[config.mk]
export PLATFORM = sky130hd
export DESIGN_NAME = bicintp_rd_ctrl_flat
export DESIGN_NICKNAME = d
export VERILOG_FILES = /design/src/rtl/bicintp_pkg.sv /design/src/rtl/bicintp_rd_ctrl_if.sv /design/src/rtl/bicintp_tap_dly.sv /design/src/rtl/bicintp_rd_ctrl.sv /design/src/flat_wrapper.sv
export SDC_FILE = /design/constraint.sdc
export NUM_CORES = 1
export LEC_CHECK = 0
export CORE_ASPECT_RATIO = 1.2
export CORE_MARGIN = 10
export CORE_UTILIZATION = 60
export CTS_CLUSTER_DIAMETER = 60
export CTS_CLUSTER_SIZE = 40
export DETAILED_ROUTE_END_ITERATION = 16
export HOLD_SLACK_MARGIN = 0.06
export PLACE_DENSITY = 0.81
export SLEW_MARGIN = 30
export SYNTH_ARGS = -nofsm -noshare
export SYNTH_HDL_FRONTEND = slang
export SYNTH_SLANG_ARGS = --single-unit
[constraint.sdc]
create_clock -name sys_clk -period 5.7 [get_ports sys_clk]
set_input_delay 1.14 -clock sys_clk [delete_from_list [all_inputs] [get_ports sys_clk]]
set_output_delay 1.14 -clock sys_clk [all_outputs]
set_load 0.05 [all_outputs]
[src/rtl/bicintp_pkg.sv]
// Shared constants, step functions and FSM state encoding for the bicubic
// line-buffer read scheduler and its companion blocks.
package bicintp_pkg;

  localparam int SRC_W_DEF  = 640;
  localparam int SRC_H_DEF  = 480;
  localparam int OUT_W_DEF  = 1024;
  localparam int OUT_H_DEF  = 768;
  localparam int FRAC_DEF   = 8;
  localparam int RD_LAT_DEF = 3;
  localparam int ADDR_W     = 10;

  typedef enum logic [2:0] {
    ST_IDLE,
    ST_ADV,
    ST_GAP,
    ST_WAIT_RDY,
    ST_SCAN,
    ST_DRAIN,
    ST_LDONE
  } rd_state_e;

  function automatic int step_x(input int src_w, input int out_w, input int frac);
    return (src_w << frac) / out_w;
  endfunction

  function automatic int step_y(input int src_h, input int out_h, input int frac);
    return (src_h << frac) / out_h;
  endfunction

endpackage

[src/rtl/bicintp_rd_ctrl_if.sv]
// Control, line-buffer read and tap-tag signals between the read scheduler
// (master) and its environment (slave).
interface bicintp_rd_ctrl_if
  import bicintp_pkg::*;
#(
  parameter int FRAC = FRAC_DEF
);
  logic              frame_start;
  logic              line_req;
  logic              ram_ready;
  logic              ram_rd_enb;
  logic [ADDR_W-1:0] ram_rd_addr;
  logic              ram_rd_sel;
  logic              tap_vld;
  logic [1:0]        tap_idx;
  logic [FRAC-1:0]   tap_fx;
  logic [FRAC-1:0]   tap_fy;
  logic              tap_sol;
  logic              tap_eol;
  logic              busy;
  logic              err_ovr;

  modport master (
    input  frame_start, line_req, ram_ready,
    output ram_rd_enb, ram_rd_addr, ram_rd_sel,
    output tap_vld, tap_idx, tap_fx, tap_fy, tap_sol, tap_eol,
    output busy, err_ovr
  );

  modport slave (
    output frame_start, line_req, ram_ready,
    input  ram_rd_enb, ram_rd_addr, ram_rd_sel,
    input  tap_vld, tap_idx, tap_fx, tap_fy, tap_sol, tap_eol,
    input  busy, err_ovr
  );
endinterface

[src/rtl/bicintp_tap_dly.sv]
// Fixed-depth tag shift register that aligns tap tags with the line-buffer
// read latency; synchronous clear empties the whole pipe.
module bicintp_tap_dly #(
  parameter int W     = 8,
  parameter int DEPTH = 3
) (
  input  logic         sys_clk,
  input  logic         clr,
  input  logic [W-1:0] din,
  output logic [W-1:0] dout
);
  logic [W-1:0] stage [DEPTH];

  // NOTE: every stage is cleared, not just the valid bit, so all tap tags read 0 after a clear.
  always_ff @(posedge sys_clk) begin
    if (clr) begin
      for (int i = 0; i < DEPTH; i++) stage[i] <= '0;
    end else begin
      stage[0] <= din;
      for (int i = 1; i < DEPTH; i++) stage[i] <= stage[i-1];
    end
  end

  assign dout = stage[DEPTH-1];
endmodule

[src/rtl/bicintp_rd_ctrl.sv]
// Read-side scheduler for the 8-row bicubic line buffer: advances the 4-row
// window per output line and issues four clamped horizontal tap reads per pixel.
module bicintp_rd_ctrl
  import bicintp_pkg::*;
#(
  parameter int SRC_W  = SRC_W_DEF,
  parameter int SRC_H  = SRC_H_DEF,
  parameter int OUT_W  = OUT_W_DEF,
  parameter int OUT_H  = OUT_H_DEF,
  parameter int FRAC   = FRAC_DEF,
  parameter int RD_LAT = RD_LAT_DEF
) (
  input logic               sys_clk,
  input logic               sys_rst,
  bicintp_rd_ctrl_if.master bus
);
  localparam int ACC_W  = ADDR_W + FRAC;
  localparam int CW     = ADDR_W + 1;
  localparam int PIX_W  = $clog2(OUT_W);
  localparam int LINE_W = $clog2(OUT_H);
  localparam int DRN_W  = $clog2(RD_LAT + 1);
  localparam int TAG_W  = 5 + 2 * FRAC;

  localparam logic [ACC_W-1:0]  STEP_X  = ACC_W'(step_x(SRC_W, OUT_W, FRAC));
  localparam logic [ACC_W-1:0]  STEP_Y  = ACC_W'(step_y(SRC_H, OUT_H, FRAC));
  localparam logic [ADDR_W-1:0] ROW_MAX = ADDR_W'(SRC_H - 1);
  localparam logic [ADDR_W-1:0] COL_MAX = ADDR_W'(SRC_W - 1);
  localparam logic [CW-1:0]     COL_LIM = CW'(SRC_W);

  rd_state_e         state;
  logic [ACC_W-1:0]  x_acc, y_acc;
  logic [ADDR_W-1:0] win_row;
  logic [LINE_W-1:0] line_cnt;
  logic [PIX_W-1:0]  pix_cnt;
  logic [1:0]        tap_cnt;
  logic [DRN_W-1:0]  drn_cnt;
  logic              frame_done;

  logic              rd_enb, rd_sel, busy, err_ovr;
  logic [ADDR_W-1:0] rd_addr;
  logic [1:0]        iss_idx;
  logic [FRAC-1:0]   iss_fx, iss_fy;
  logic              iss_sol, iss_eol;

  logic [ADDR_W-1:0] xi, yi, col_addr;
  logic [CW-1:0]     col_p1;
  logic              last_pix, need_row;

  assign xi       = x_acc[FRAC +: ADDR_W];
  assign yi       = y_acc[FRAC +: ADDR_W];
  assign last_pix = (pix_cnt == PIX_W'(OUT_W - 1));
  assign need_row = (yi > win_row) && (win_row < ROW_MAX);

  // col_p1 is the tap column plus one, so column -1 shows up as zero without signed math.
  // NOTE: col_addr is assigned on every path, so this block stays purely combinational.
  always_comb begin
    col_p1 = {1'b0, xi} + CW'(tap_cnt);
    if (col_p1 == '0)          col_addr = '0;
    else if (col_p1 > COL_LIM) col_addr = COL_MAX;
    else                       col_addr = ADDR_W'(col_p1 - CW'(1));
  end

  // NOTE: every register here uses <=, so all branches compute from pre-edge values.
  always_ff @(posedge sys_clk) begin
    if (sys_rst) begin
      state      <= ST_IDLE;
      x_acc      <= '0;
      y_acc      <= '0;
      win_row    <= '0;
      line_cnt   <= '0;
      pix_cnt    <= '0;
      tap_cnt    <= '0;
      drn_cnt    <= '0;
      frame_done <= 1'b0;
      rd_enb     <= 1'b0;
      rd_addr    <= '0;
      rd_sel     <= 1'b0;
      busy       <= 1'b0;
      err_ovr    <= 1'b0;
      iss_idx    <= '0;
      iss_fx     <= '0;
      iss_fy     <= '0;
      iss_sol    <= 1'b0;
      iss_eol    <= 1'b0;
    end else begin
      rd_enb  <= 1'b0;
      rd_sel  <= 1'b0;
      iss_sol <= 1'b0;
      iss_eol <= 1'b0;
      if (bus.frame_start) begin
        // Aborts any line; reads already issued still drain through the tag pipe.
        state      <= ST_IDLE;
        x_acc      <= '0;
        y_acc      <= '0;
        win_row    <= '0;
        line_cnt   <= '0;
        pix_cnt    <= '0;
        tap_cnt    <= '0;
        drn_cnt    <= '0;
        frame_done <= 1'b0;
        busy       <= 1'b0;
        err_ovr    <= 1'b0;
      end else begin
        if (bus.line_req && state != ST_IDLE) err_ovr <= 1'b1;
        case (state)
          ST_IDLE: begin
            if (bus.line_req && !frame_done) begin
              busy  <= 1'b1;
              state <= ST_ADV;
            end
          end
          ST_ADV: begin
            if (!need_row) begin
              state <= ST_WAIT_RDY;
            end else if (bus.ram_ready) begin
              rd_sel  <= 1'b1;
              win_row <= win_row + 1'b1;
              state   <= ST_GAP;
            end
          end
          ST_GAP:      state <= ST_ADV;
          ST_WAIT_RDY: if (bus.ram_ready) state <= ST_SCAN;
          ST_SCAN: begin
            rd_enb  <= 1'b1;
            rd_addr <= col_addr;
            iss_idx <= tap_cnt;
            iss_fx  <= x_acc[FRAC-1:0];
            iss_fy  <= y_acc[FRAC-1:0];
            iss_sol <= (pix_cnt == '0) && (tap_cnt == 2'd0);
            iss_eol <= last_pix && (tap_cnt == 2'd3);
            tap_cnt <= tap_cnt + 1'b1;
            if (tap_cnt == 2'd3) begin
              x_acc <= x_acc + STEP_X;
              if (last_pix) begin
                pix_cnt <= '0;
                state   <= ST_DRAIN;
              end else begin
                pix_cnt <= pix_cnt + 1'b1;
              end
            end
          end
          ST_DRAIN: begin
            if (drn_cnt == DRN_W'(RD_LAT - 1)) begin
              drn_cnt <= '0;
              state   <= ST_LDONE;
            end else begin
              drn_cnt <= drn_cnt + 1'b1;
            end
          end
          ST_LDONE: begin
            y_acc <= y_acc + STEP_Y;
            x_acc <= '0;
            busy  <= 1'b0;
            state <= ST_IDLE;
            if (line_cnt == LINE_W'(OUT_H - 1)) begin
              line_cnt   <= '0;
              frame_done <= 1'b1;
            end else begin
              line_cnt <= line_cnt + 1'b1;
            end
          end
          default: state <= ST_IDLE;
        endcase
      end
    end
  end

  logic [TAG_W-1:0] tag_in, tag_out;
  assign tag_in = {rd_enb, iss_idx, iss_fx, iss_fy, iss_sol, iss_eol};

  bicintp_tap_dly #(.W(TAG_W), .DEPTH(RD_LAT)) u_tap_dly (
    .sys_clk (sys_clk),
    .clr     (sys_rst),
    .din     (tag_in),
    .dout    (tag_out)
  );

  assign {bus.tap_vld, bus.tap_idx, bus.tap_fx, bus.tap_fy, bus.tap_sol, bus.tap_eol} = tag_out;
  assign bus.ram_rd_enb  = rd_enb;
  assign bus.ram_rd_addr = rd_addr;
  assign bus.ram_rd_sel  = rd_sel;
  assign bus.busy        = busy;
  assign bus.err_ovr     = err_ovr;
endmodule

[src/flat_wrapper.sv]
// flat-port wrapper written by rule: the top's interface ports become plain ports
module bicintp_rd_ctrl_flat import bicintp_pkg::*;
#(
  parameter int SRC_W  = SRC_W_DEF,
  parameter int SRC_H  = SRC_H_DEF,
  parameter int OUT_W  = OUT_W_DEF,
  parameter int OUT_H  = OUT_H_DEF,
  parameter int FRAC   = FRAC_DEF,
  parameter int RD_LAT = RD_LAT_DEF
)
  (sys_clk, sys_rst, bus_frame_start, bus_line_req, bus_ram_ready, bus_ram_rd_enb, bus_ram_rd_addr, bus_ram_rd_sel, bus_tap_vld, bus_tap_idx, bus_tap_fx, bus_tap_fy, bus_tap_sol, bus_tap_eol, bus_busy, bus_err_ovr);
  bicintp_rd_ctrl_if #(.FRAC(FRAC)) bus_i ();
  input logic sys_clk;
  input logic sys_rst;
  input wire logic [$bits(bus_i.frame_start)-1:0] bus_frame_start;
  input wire logic [$bits(bus_i.line_req)-1:0] bus_line_req;
  input wire logic [$bits(bus_i.ram_ready)-1:0] bus_ram_ready;
  output wire logic [$bits(bus_i.ram_rd_enb)-1:0] bus_ram_rd_enb;
  output wire logic [$bits(bus_i.ram_rd_addr)-1:0] bus_ram_rd_addr;
  output wire logic [$bits(bus_i.ram_rd_sel)-1:0] bus_ram_rd_sel;
  output wire logic [$bits(bus_i.tap_vld)-1:0] bus_tap_vld;
  output wire logic [$bits(bus_i.tap_idx)-1:0] bus_tap_idx;
  output wire logic [$bits(bus_i.tap_fx)-1:0] bus_tap_fx;
  output wire logic [$bits(bus_i.tap_fy)-1:0] bus_tap_fy;
  output wire logic [$bits(bus_i.tap_sol)-1:0] bus_tap_sol;
  output wire logic [$bits(bus_i.tap_eol)-1:0] bus_tap_eol;
  output wire logic [$bits(bus_i.busy)-1:0] bus_busy;
  output wire logic [$bits(bus_i.err_ovr)-1:0] bus_err_ovr;
  assign bus_i.frame_start = bus_frame_start;
  assign bus_i.line_req = bus_line_req;
  assign bus_i.ram_ready = bus_ram_ready;
  assign bus_ram_rd_enb = bus_i.ram_rd_enb;
  assign bus_ram_rd_addr = bus_i.ram_rd_addr;
  assign bus_ram_rd_sel = bus_i.ram_rd_sel;
  assign bus_tap_vld = bus_i.tap_vld;
  assign bus_tap_idx = bus_i.tap_idx;
  assign bus_tap_fx = bus_i.tap_fx;
  assign bus_tap_fy = bus_i.tap_fy;
  assign bus_tap_sol = bus_i.tap_sol;
  assign bus_tap_eol = bus_i.tap_eol;
  assign bus_busy = bus_i.busy;
  assign bus_err_ovr = bus_i.err_ovr;
  bicintp_rd_ctrl #(.SRC_W(SRC_W), .SRC_H(SRC_H), .OUT_W(OUT_W), .OUT_H(OUT_H), .FRAC(FRAC), .RD_LAT(RD_LAT)) u_core (.sys_clk(sys_clk), .sys_rst(sys_rst), .bus(bus_i));
endmodule
---- After elaboration in Yosys (flattened, before gate mapping) ----
Memories as Yosys holds them, arrays and structs flattened.
Cells that the tools add are included.
cells by class
  add/subtract/negate cells ............... 9
  order comparisons ....................... 3
  equality and inequality tests ........... 16
  muxes and demuxes ....................... 25
  bitwise logic cells ..................... 7
  reduce and logical (&&, ||, !) cells .... 23
operator list
  operator               count
  $mux 21                3
  $mux 10                4
  $add 18x8->18 const B  2
  $pmux 18 s2            1
  $add 10x1->10 const B  3
  $mux 3                 7
  $eq 10x10->1 const B   2
  $mux 18                1
  $pmux 3 s6             1
  $add 10x2->11          1
  $gt 11x10->1 const B   1
  $logic_not 11->1       1
  $gt 10x10->1           1
  $logic_not 10->1       1
  $lt 10x9->1 const B    1
  $reduce_and 2->1       5
  $sub 10x1->10 const B  1
  $eq 3x3->1 const B     3
  $ne 2x1->1 const B     4
  $eq 3x2->1 const B     2
  $mux 1                 6
  $reduce_and 6->1       1
  $logic_and 1x1->1      5
  $add 2x1->2 const B    2
  other kinds (17)       24
storage, ports and cells
  bits in registers ....................... 108
  RAM bits ................................ 63
  input bits .............................. 5
  output and inout port bits .............. 35
  word-level logic and storage cells ...... 103
  memories kept ........................... 1
memories
  name                    depth  width  read ports  clocked after memory_dff  wr ports  RTL line               RTL
  u_core.u_tap_dly.stage  3      21     3           0                         3         bicintp_tap_dly.sv:12  logic [W-1:0] stage [DEPTH];

---- Logic depth before layout (Yosys ltp) ----
Gate-level depths: netlist (run 1).
  depth after elaboration ................. 4
  gate-level depth with buffers ........... 10
  depth with buffers taken out ............ 9

---- By module ----
Synthesis (run 1) repeated with hierarchy kept, for this count alone.
second synthesis, totals
  cell total of the unflattened synthesis .. 705
  area, all modules ....................... 6301.0 um2
modules (own cells, without submodules)
  module           times used  cells an instance  area an instance (um2)  seq. area each (um2)
  bicintp_rd_ctrl  1           552                4458.0                  1761.7
  bicintp_tap_dly  1           153                1843.0                  1261.2

---- Least setup slack after synthesis (run 1) ----
No wires, ideal clock.
  path type ............................... register -> register
  start ................................... reg u_core.x_acc[8]
  end ..................................... reg u_core.rd_addr[7], in the netlist u_core.bus.ram_rd_addr[7]
  setup time .............................. 0.084 ns
  arrival time ............................ 2.518 ns
  required time ........................... 5.616 ns
  path slack .............................. 3.098 ns
  stages on the path, launching flop included .. 10
  path buffers ............................ 1
  period minus slack after synthesis ...... 2.602 ns
  cell sequence ........................... dfxtp_1 -> ha_1 -> inv_1 -> fa_1 -> buf_2 -> nor3_1 -> xor2_1 -> o311a_4 -> or2_4 -> o31ai_2
between the ends
  cells in the longest elaborated chain, start to end .. 4
  elaborated cells between the ends (all ways) .. 6
  those cells by class .................... 2 x add/sub; 1 x order compare; 2 x mux; 1 x reduce/logical
RTL lines
  element                                        RTL line                                      RTL
  start, declared                                bicintp_rd_ctrl.sv:31                         logic [ACC_W-1:0] x_acc, y_acc;
  start signal, assigned                         bicintp_rd_ctrl.sv:133                        x_acc <= x_acc + STEP_X;
  $add 10x2->11 (*)                              bicintp_rd_ctrl.sv:57                         col_p1 = {1'b0, xi} + CW'(tap_cnt);
  $sub 10x1->10 or $gt 11x10->1 (tied branches)  bicintp_rd_ctrl.sv:60, bicintp_rd_ctrl.sv:59
  $mux 10                                        bicintp_rd_ctrl.sv:59                         else if (col_p1 > COL_LIM) col_addr = COL_MAX;
  $mux 10 (*)                                    bicintp_rd_ctrl.sv:58                         if (col_p1 == '0) col_addr = '0;
  end signal, assigned                           bicintp_rd_ctrl.sv:125                        rd_addr <= col_addr;
  end, declared                                  bicintp_rd_ctrl.sv:40                         logic [ADDR_W-1:0] rd_addr;
Every way passes the cells marked *; elsewhere a longest branch is shown, timed or not.
A chain may end at the register's enable or synchronous reset.

---- Worst setup path in the final report (run 1) ----
  start ................................... reg u_core.x_acc[8]
  end ..................................... reg u_core.rd_addr[0], in the netlist u_core.bus.ram_rd_addr[0]
The elaborated chain is that of the path after synthesis.

==> results of run 1 <==
==> critical path, cell delays in order (launching register included) <==
cell and delay, ns:
dfxtp_1 0.42, ha_1 0.24, inv_1 0.08, fa_1 0.65, nand2b_1 0.29, nor4_1 0.29, o31ai_1 0.17, o21bai_1 0.23
o31ai_4 0.39, o21ai_1 0.16
==> path summary, 6_finish.rpt <==
kind	to	from	cells past startpoint
max	u_core.bus.ram_rd_addr[0]	u_core.x_acc[8]	9
min	u_core.u_tap_dly.stage[0][60]	u_core.u_tap_dly.stage[0][39]	1
max reg2reg	u_core.bus.ram_rd_addr[0]	u_core.x_acc[8]	9
min reg2reg	u_core.u_tap_dly.stage[0][60]	u_core.u_tap_dly.stage[0][39]	1
==> metal layers <==
layer  wire length [um]  up-vias  track usage  share of wire
li1                   -     2192            -              -
met1               4670     2046        0.191           0.43
met2               5570       91        0.285           0.51
met3                533       15       0.0474          0.049
met4                174        0       0.0654          0.016
met5                  0        -            0              0
==> synth_stat cells, types with 4 or more instances <==
master    number  share of area
a21oi_1       38          0.034
and3_1        10          0.011
buf_2          4         0.0036
buf_4         18          0.024
clkbuf_1      20          0.013
dfxtp_1      121           0.43
ha_1          21          0.047
inv_1         26          0.017
mux2i_1        4         0.0072
nand2_1       55          0.037
nand2b_1       5         0.0056
nand3_1       26          0.023
nand4_1        8         0.0090
nor2_1        68          0.046
nor2b_1       37          0.041
nor3_1        22          0.020
nor4_1         5         0.0056
o211ai_1       5         0.0067
o21ai_0       23          0.021
o21ai_1       10         0.0090
or3_1         16          0.018
xnor2_1       26          0.041
xor2_1        21          0.033
==> registers in the layout, summed over array words and instances, names as in the netlist <==
| signal | cells |
|---|---|
| u_core.iss_idx | 2 |
| u_core.state | 3 |
| u_core.iss_sol | 1 |
| u_core.tap_cnt | 2 |
| u_core.bus.err_ovr | 1 |
| u_core.bus.ram_rd_sel | 1 |
| u_core.u_tap_dly.stage | 33 |
| u_core.bus.ram_rd_addr | 10 |
| u_core.bus.busy | 1 |
| u_core.iss_fy | 3 |
| u_core.y_acc | 13 |
| u_core.drn_cnt | 2 |
| u_core.win_row | 10 |
| u_core.x_acc | 13 |
| u_core.pix_cnt | 10 |
| u_core.frame_done | 1 |
| u_core.iss_eol | 1 |
| u_core.line_cnt | 10 |
| u_core.bus.ram_rd_enb | 1 |
| u_core.iss_fx | 3 |
==> metrics by stage <==
stage / std cells / util / hold slack [ns] / area, um2
after CTS: 789 / 0.699 / 0.440 / 6350
after global routing: 789 / 0.699 / 0.459 / 6350
final: 789 / 0.699 / 0.437 / 6350
after global placement: 757 / 0.640 / 0.416 / 5810
after floorplan: 652 / - / 0.414 / 5620
after detailed placement: 757 / 0.640 / 0.426 / 5810
==> area by class of cell <==
type | instances | area, um2
timing repair buffer | 30 | 298
tap | 120 | 150
clock buffer | 18 | 418
clock inverter | 14 | 114
inverter | 26 | 97.6
fill | 684 | 2740
multi-input combinational | 460 | 2850
sequential | 121 | 2420
==> logic make-up after synthesis <==
family	Yosys count	share of synthesized area
compound gates	102	0.119
xor+xnor	47	0.0736
fa+ha+maj	22	0.0506
buf+inv	71	0.0636
flops	121	0.433
mux	4	0.00716
other cells	1	0.000671
simple gates	275	0.252
==> power by group <==
part / leakage [nW] / switching, mW / internal [mW]
sequential: 0.974 / 0.00183 / 0.847
combinational: 1.09 / 0.0356 / 0.00892
clock: 0.254 / 0.402 / 0.542
==> results_dict.tcl, run 1 <==
set metrics [dict create \
    grt_overflow 0 \
    place_ws_ns 2.30 \
    die_width_um 108 \
    ctsRootBufferMaster "clkbuf_8" \
    tightest_slew_ns 0.880 \
    timing.fmax_mhz 328 \
    drive_gt1_frac 0.0717 \
    postCtsHoldBufs 0 \
    clk_latency_ns 0.52 \
    wl_per_cell_um 13.9 \
    drt_wl_total_mm 11.0 \
    start_util 0.616 \
    grt_pass1_wl_mm 18.8 \
    setup_tns_ns 0 \
    grt_pass1_vias 4117 \
    crit_type "reg2reg" \
    drc 0 \
    finalSetupViolCount 0 \
    worst_slack_ns 2.65 \
    drv_cap 0 \
    synth_edf_count 0 \
    yosysUniqueCellTypes 59 \
    antenna_cells 0 \
    netlist_area_mm2 0.00559 \
    ir_worst_vdd_mv 0.232 \
    endpoint_kind "flip-flop" \
    finalPower_mw 1.84 \
    rsz0062_at_grt "no" \
    rrSetupSlack_ns 2.65 \
    finalCritPeriodShare 0.535 \
    routed_via_density 5.51 \
    grt_max_degree 46 \
    mostFrequentLayoutCell "dfxtp_1" \
    yosysSeqAreaShare 0.433 \
    yosysWarnings 0 \
    relSlewSlack 0.411 \
    layout.nets 683 \
    avgSynthCellArea_um2 8.69 \
    synthFlopType "dfxtp_1" \
    slew_violations 0 \
    grt_antenna_before_repair 0 \
    fp.coreArea_mm2 0.00908 \
    gp_congestion 0.905 \
    drt_first_pass_iters 5 \
    outcome "completed" \
    portBuffers 29 \
    die_height_um 126 \
    layout_common_cells "dfxtp_1 (121), nor2_1 (68), nand2_1 (55)" \
    leakagePower_nw 2.32 \
    htreeDepth 4 \
    critPathRequiredTime_ns 6.08 \
    clk_pin_slew_ns 0.06 \
    dieArea_mm2 0.0136 \
    num_rows 38 \
    via_count 4344 \
    cts_buffer_depth 2 \
    ys_seq_elements 121 \
    grt_usage 0.167 \
    hp-class "reg2reg" \
    cts_resized 0 \
    min_period_ns 3.05 \
    hold_viol_final 0 \
    async_flop_share 0 \
    drt-initial-drc-count 300 \
    powerDensity_mw_per_mm2 290 \
    skew_ns 0.00583 \
    cts_setup_buffers 0 \
    startpoint_type "flip-flop" \
    postRouteAntennaNets 0 \
    cts_made_buffers 17 \
    worst-endpoint-arrival_ns 3.43 \
    syn2layout_area_growth_pct 13.5 \
    ioPinCount 40 \
    dp_hpwl_mm 7.72 \
    synthCells 643 \
    cts_tree "built" \
    worstPathMaxFanout 14 \
    cts.sink_count 121 \
]
(Power assumes the default switching activity.)
==> inputs of run 2 (changes only) <==
CORE_UTILIZATION = 59   (was 60)
PLACE_DENSITY = 0.8   (was 0.81)
clock period = 3 ns   (was 5.7 ns; I/O delays follow)
==> run 2 against run 1 <==
Net effect: register-to-register slack worse by 2.4 ns; maximum frequency is 9.3% higher; critical path depth stayed put; sequential share of layout area is 0.50 points lower; first-iteration DRC count is 28% lower; clock power is 110% higher; clock skew is 0.00073 ns higher; critical endpoint is now u_core.bus.ram_rd_addr[7].
==> results_dict.tcl, run 2 (same netlist as run 1, synthesis figures left out) <==
set metrics [dict create \
    outcome "completed" \
    rsz0062_at_grt "no" \
    finalCritPeriodShare 0.930 \
    portBuffers 29 \
    num_rows 38 \
    clk_pin_slew_ns 0.06 \
    powerDensity_mw_per_mm2 572 \
    largest_reg_flops 33 \
    layout_common_cells "dfxtp_1 (121), nor2_1 (68), nand2_1 (55)" \
    relSlewSlack 0.424 \
    pwr-share-comb 0.024 \
    ioPinCount 40 \
    ir_worst_vdd_mv 0.403 \
    routed_via_density 5.42 \
    antenna_cells 0 \
    postCtsHoldBufs 0 \
    wl_per_cell_um 14.3 \
    min_period_ns 2.79 \
    tightest_slew_ns 0.860 \
    drive_gt1_frac 0.0802 \
    grt_pass1_vias 4221 \
    p_sw_mw 0.853 \
    sw_frac_of_total 0.232 \
    setup_tns_ns 0 \
    nFillCells 686 \
    startpoint_type "flip-flop" \
    grt_pass1_wl_mm 19.6 \
    drt_wl_total_mm 11.3 \
    hold_viol_final 0 \
    fp.coreArea_mm2 0.00913 \
    finalSetupViolCount 0 \
    intPower_mw 2.83 \
    htreeDepth 4 \
    start_util 0.612 \
    clk_latency_ns 0.53 \
    endpoint_kind "flip-flop" \
    ctsRootBufferMaster "clkbuf_8" \
    p_seq_frac 0.438 \
    dieArea_mm2 0.0138 \
    hp-start "u_core.u_tap_dly.stage[0][39]" \
    final_cells 793 \
    place_ws_ns 0.248 \
    dp_hpwl_mm 8.07 \
    leakagePower_nw 2.37 \
    grt_overflow 0 \
    die_width_um 109 \
    cts.sink_count 121 \
    cts_made_buffers 17 \
    gp_congestion 0.898 \
    crit_path_start "u_core.x_acc[8]" \
    critPathRequiredTime_ns 3.44 \
    via_count 4297 \
    crit_type "reg2reg" \
    postRouteAntennaNets 0 \
    timing.fmax_mhz 358 \
    skew_ns 0.00656 \
    grt_usage 0.175 \
    drt-initial-drc-count 217 \
    worstPathMaxFanout 9 \
    worst-endpoint-arrival_ns 3.23 \
    cts_resized 0 \
    drv_cap 0 \
    fin_area_mm2 0.00643 \
    hp-class "reg2reg" \
    drt_first_pass_iters 5 \
    cts_tree "built" \
    drc 0 \
    worst_slack_ns 0.210 \
    syn2layout_area_growth_pct 15.0 \
    slew_violations 0 \
    largest-register "u_core.u_tap_dly.stage" \
    dp_cells 761 \
    layout.nets 687 \
    die_height_um 127 \
    grt_antenna_before_repair 0 \
    placedInstanceArea_mm2 0.00584 \
    clockPowerShare 0.538 \
    cts_setup_buffers 0 \
    mostFrequentLayoutCell "dfxtp_1" \
    cts_buffer_depth 2 \
    fin_util 0.704 \
    top_regs "u_core.u_tap_dly.stage: 33 flops, u_core.x_acc: 13 flops, u_core.y_acc: 13 flops" \
    r2r_start "u_core.x_acc[8]" \
    grt_max_degree 43 \
]
==> run 2: changes by cell type in the layout (fill, tap and decap cells not counted), sizes merged <==
| cell | change |
|---|---|
| buf | +4 |
| bufinv | +2 |
| clkbuf | -1 |
| clkinv | -2 |
| clkinvlp | -1 |
| inv | +2 |
==> run 2: final timing paths <==
check	end	slack, ns	depth (start not counted)
min	u_core.u_tap_dly.stage[0][60]	0.43	1
max	u_core.bus.ram_rd_addr[7]	0.21	9
min reg2reg	u_core.u_tap_dly.stage[0][60]	0.43	1
max reg2reg	u_core.bus.ram_rd_addr[7]	0.21	9
==> run 2: power groups by stage <==
stage                     logic (mW)  registers (mW)  clock network (mW)
after detailed placement      0.0877            1.65                   0
final                         0.0888            1.61                1.98
after global placement        0.0866            1.65                   0
after floorplan               0.0759            1.65                   0
after CTS                     0.0884            1.61                2.00
after global routing          0.0963            1.61                2.08
==> run 2: routing by layer <==
metal  up-vias  share of wire  track usage
li1       2195              -            -
met2        70           0.50        0.288
met1      2015           0.43        0.205
met5         -              0            0
met4         0          0.018       0.0707
met3        17          0.047       0.0527
==> run 2: critical path: stages (launching register included) <==
cell	delay [ns]
dfxtp_1	0.40
ha_1	0.22
inv_1	0.07
fa_1	0.50
buf_4	0.21
nor3_1	0.25
xor2_1	0.15
o311a_4	0.44
or2_4	0.25
o31ai_2	0.21
==> run 2: cell type report <==
type,count,area [um2],share of cell area
tap,120,150,0.0233
clock buffer,17,414,0.0644
inverter,26,97.6,0.0152
sequential,121,2420,0.377
multi-input combinational,460,2850,0.444
clock inverter,15,166,0.0259
timing repair buffer,34,328,0.0510
==> run 2: metrics by stage <==
step / hold slack [ns] / total power, mW
2_1_floorplan: 0.414 / 1.73
3_3_place_gp: 0.416 / 1.73
3_5_place_dp: 0.420 / 1.74
4_1_cts: 0.430 / 3.71
5_1_grt: 0.444 / 3.79
6_report: 0.430 / 3.68
==> inputs of run 3 (changes only) <==
CTS_BUF_LIST = sky130_fd_sc_hd__clkbuf_4 sky130_fd_sc_hd__clkbuf_8 sky130_fd_sc_hd__clkbuf_16   (was not set)
==> results of run 3 <==
The final DEF is identical to that of run 2; final timing and power are the same.
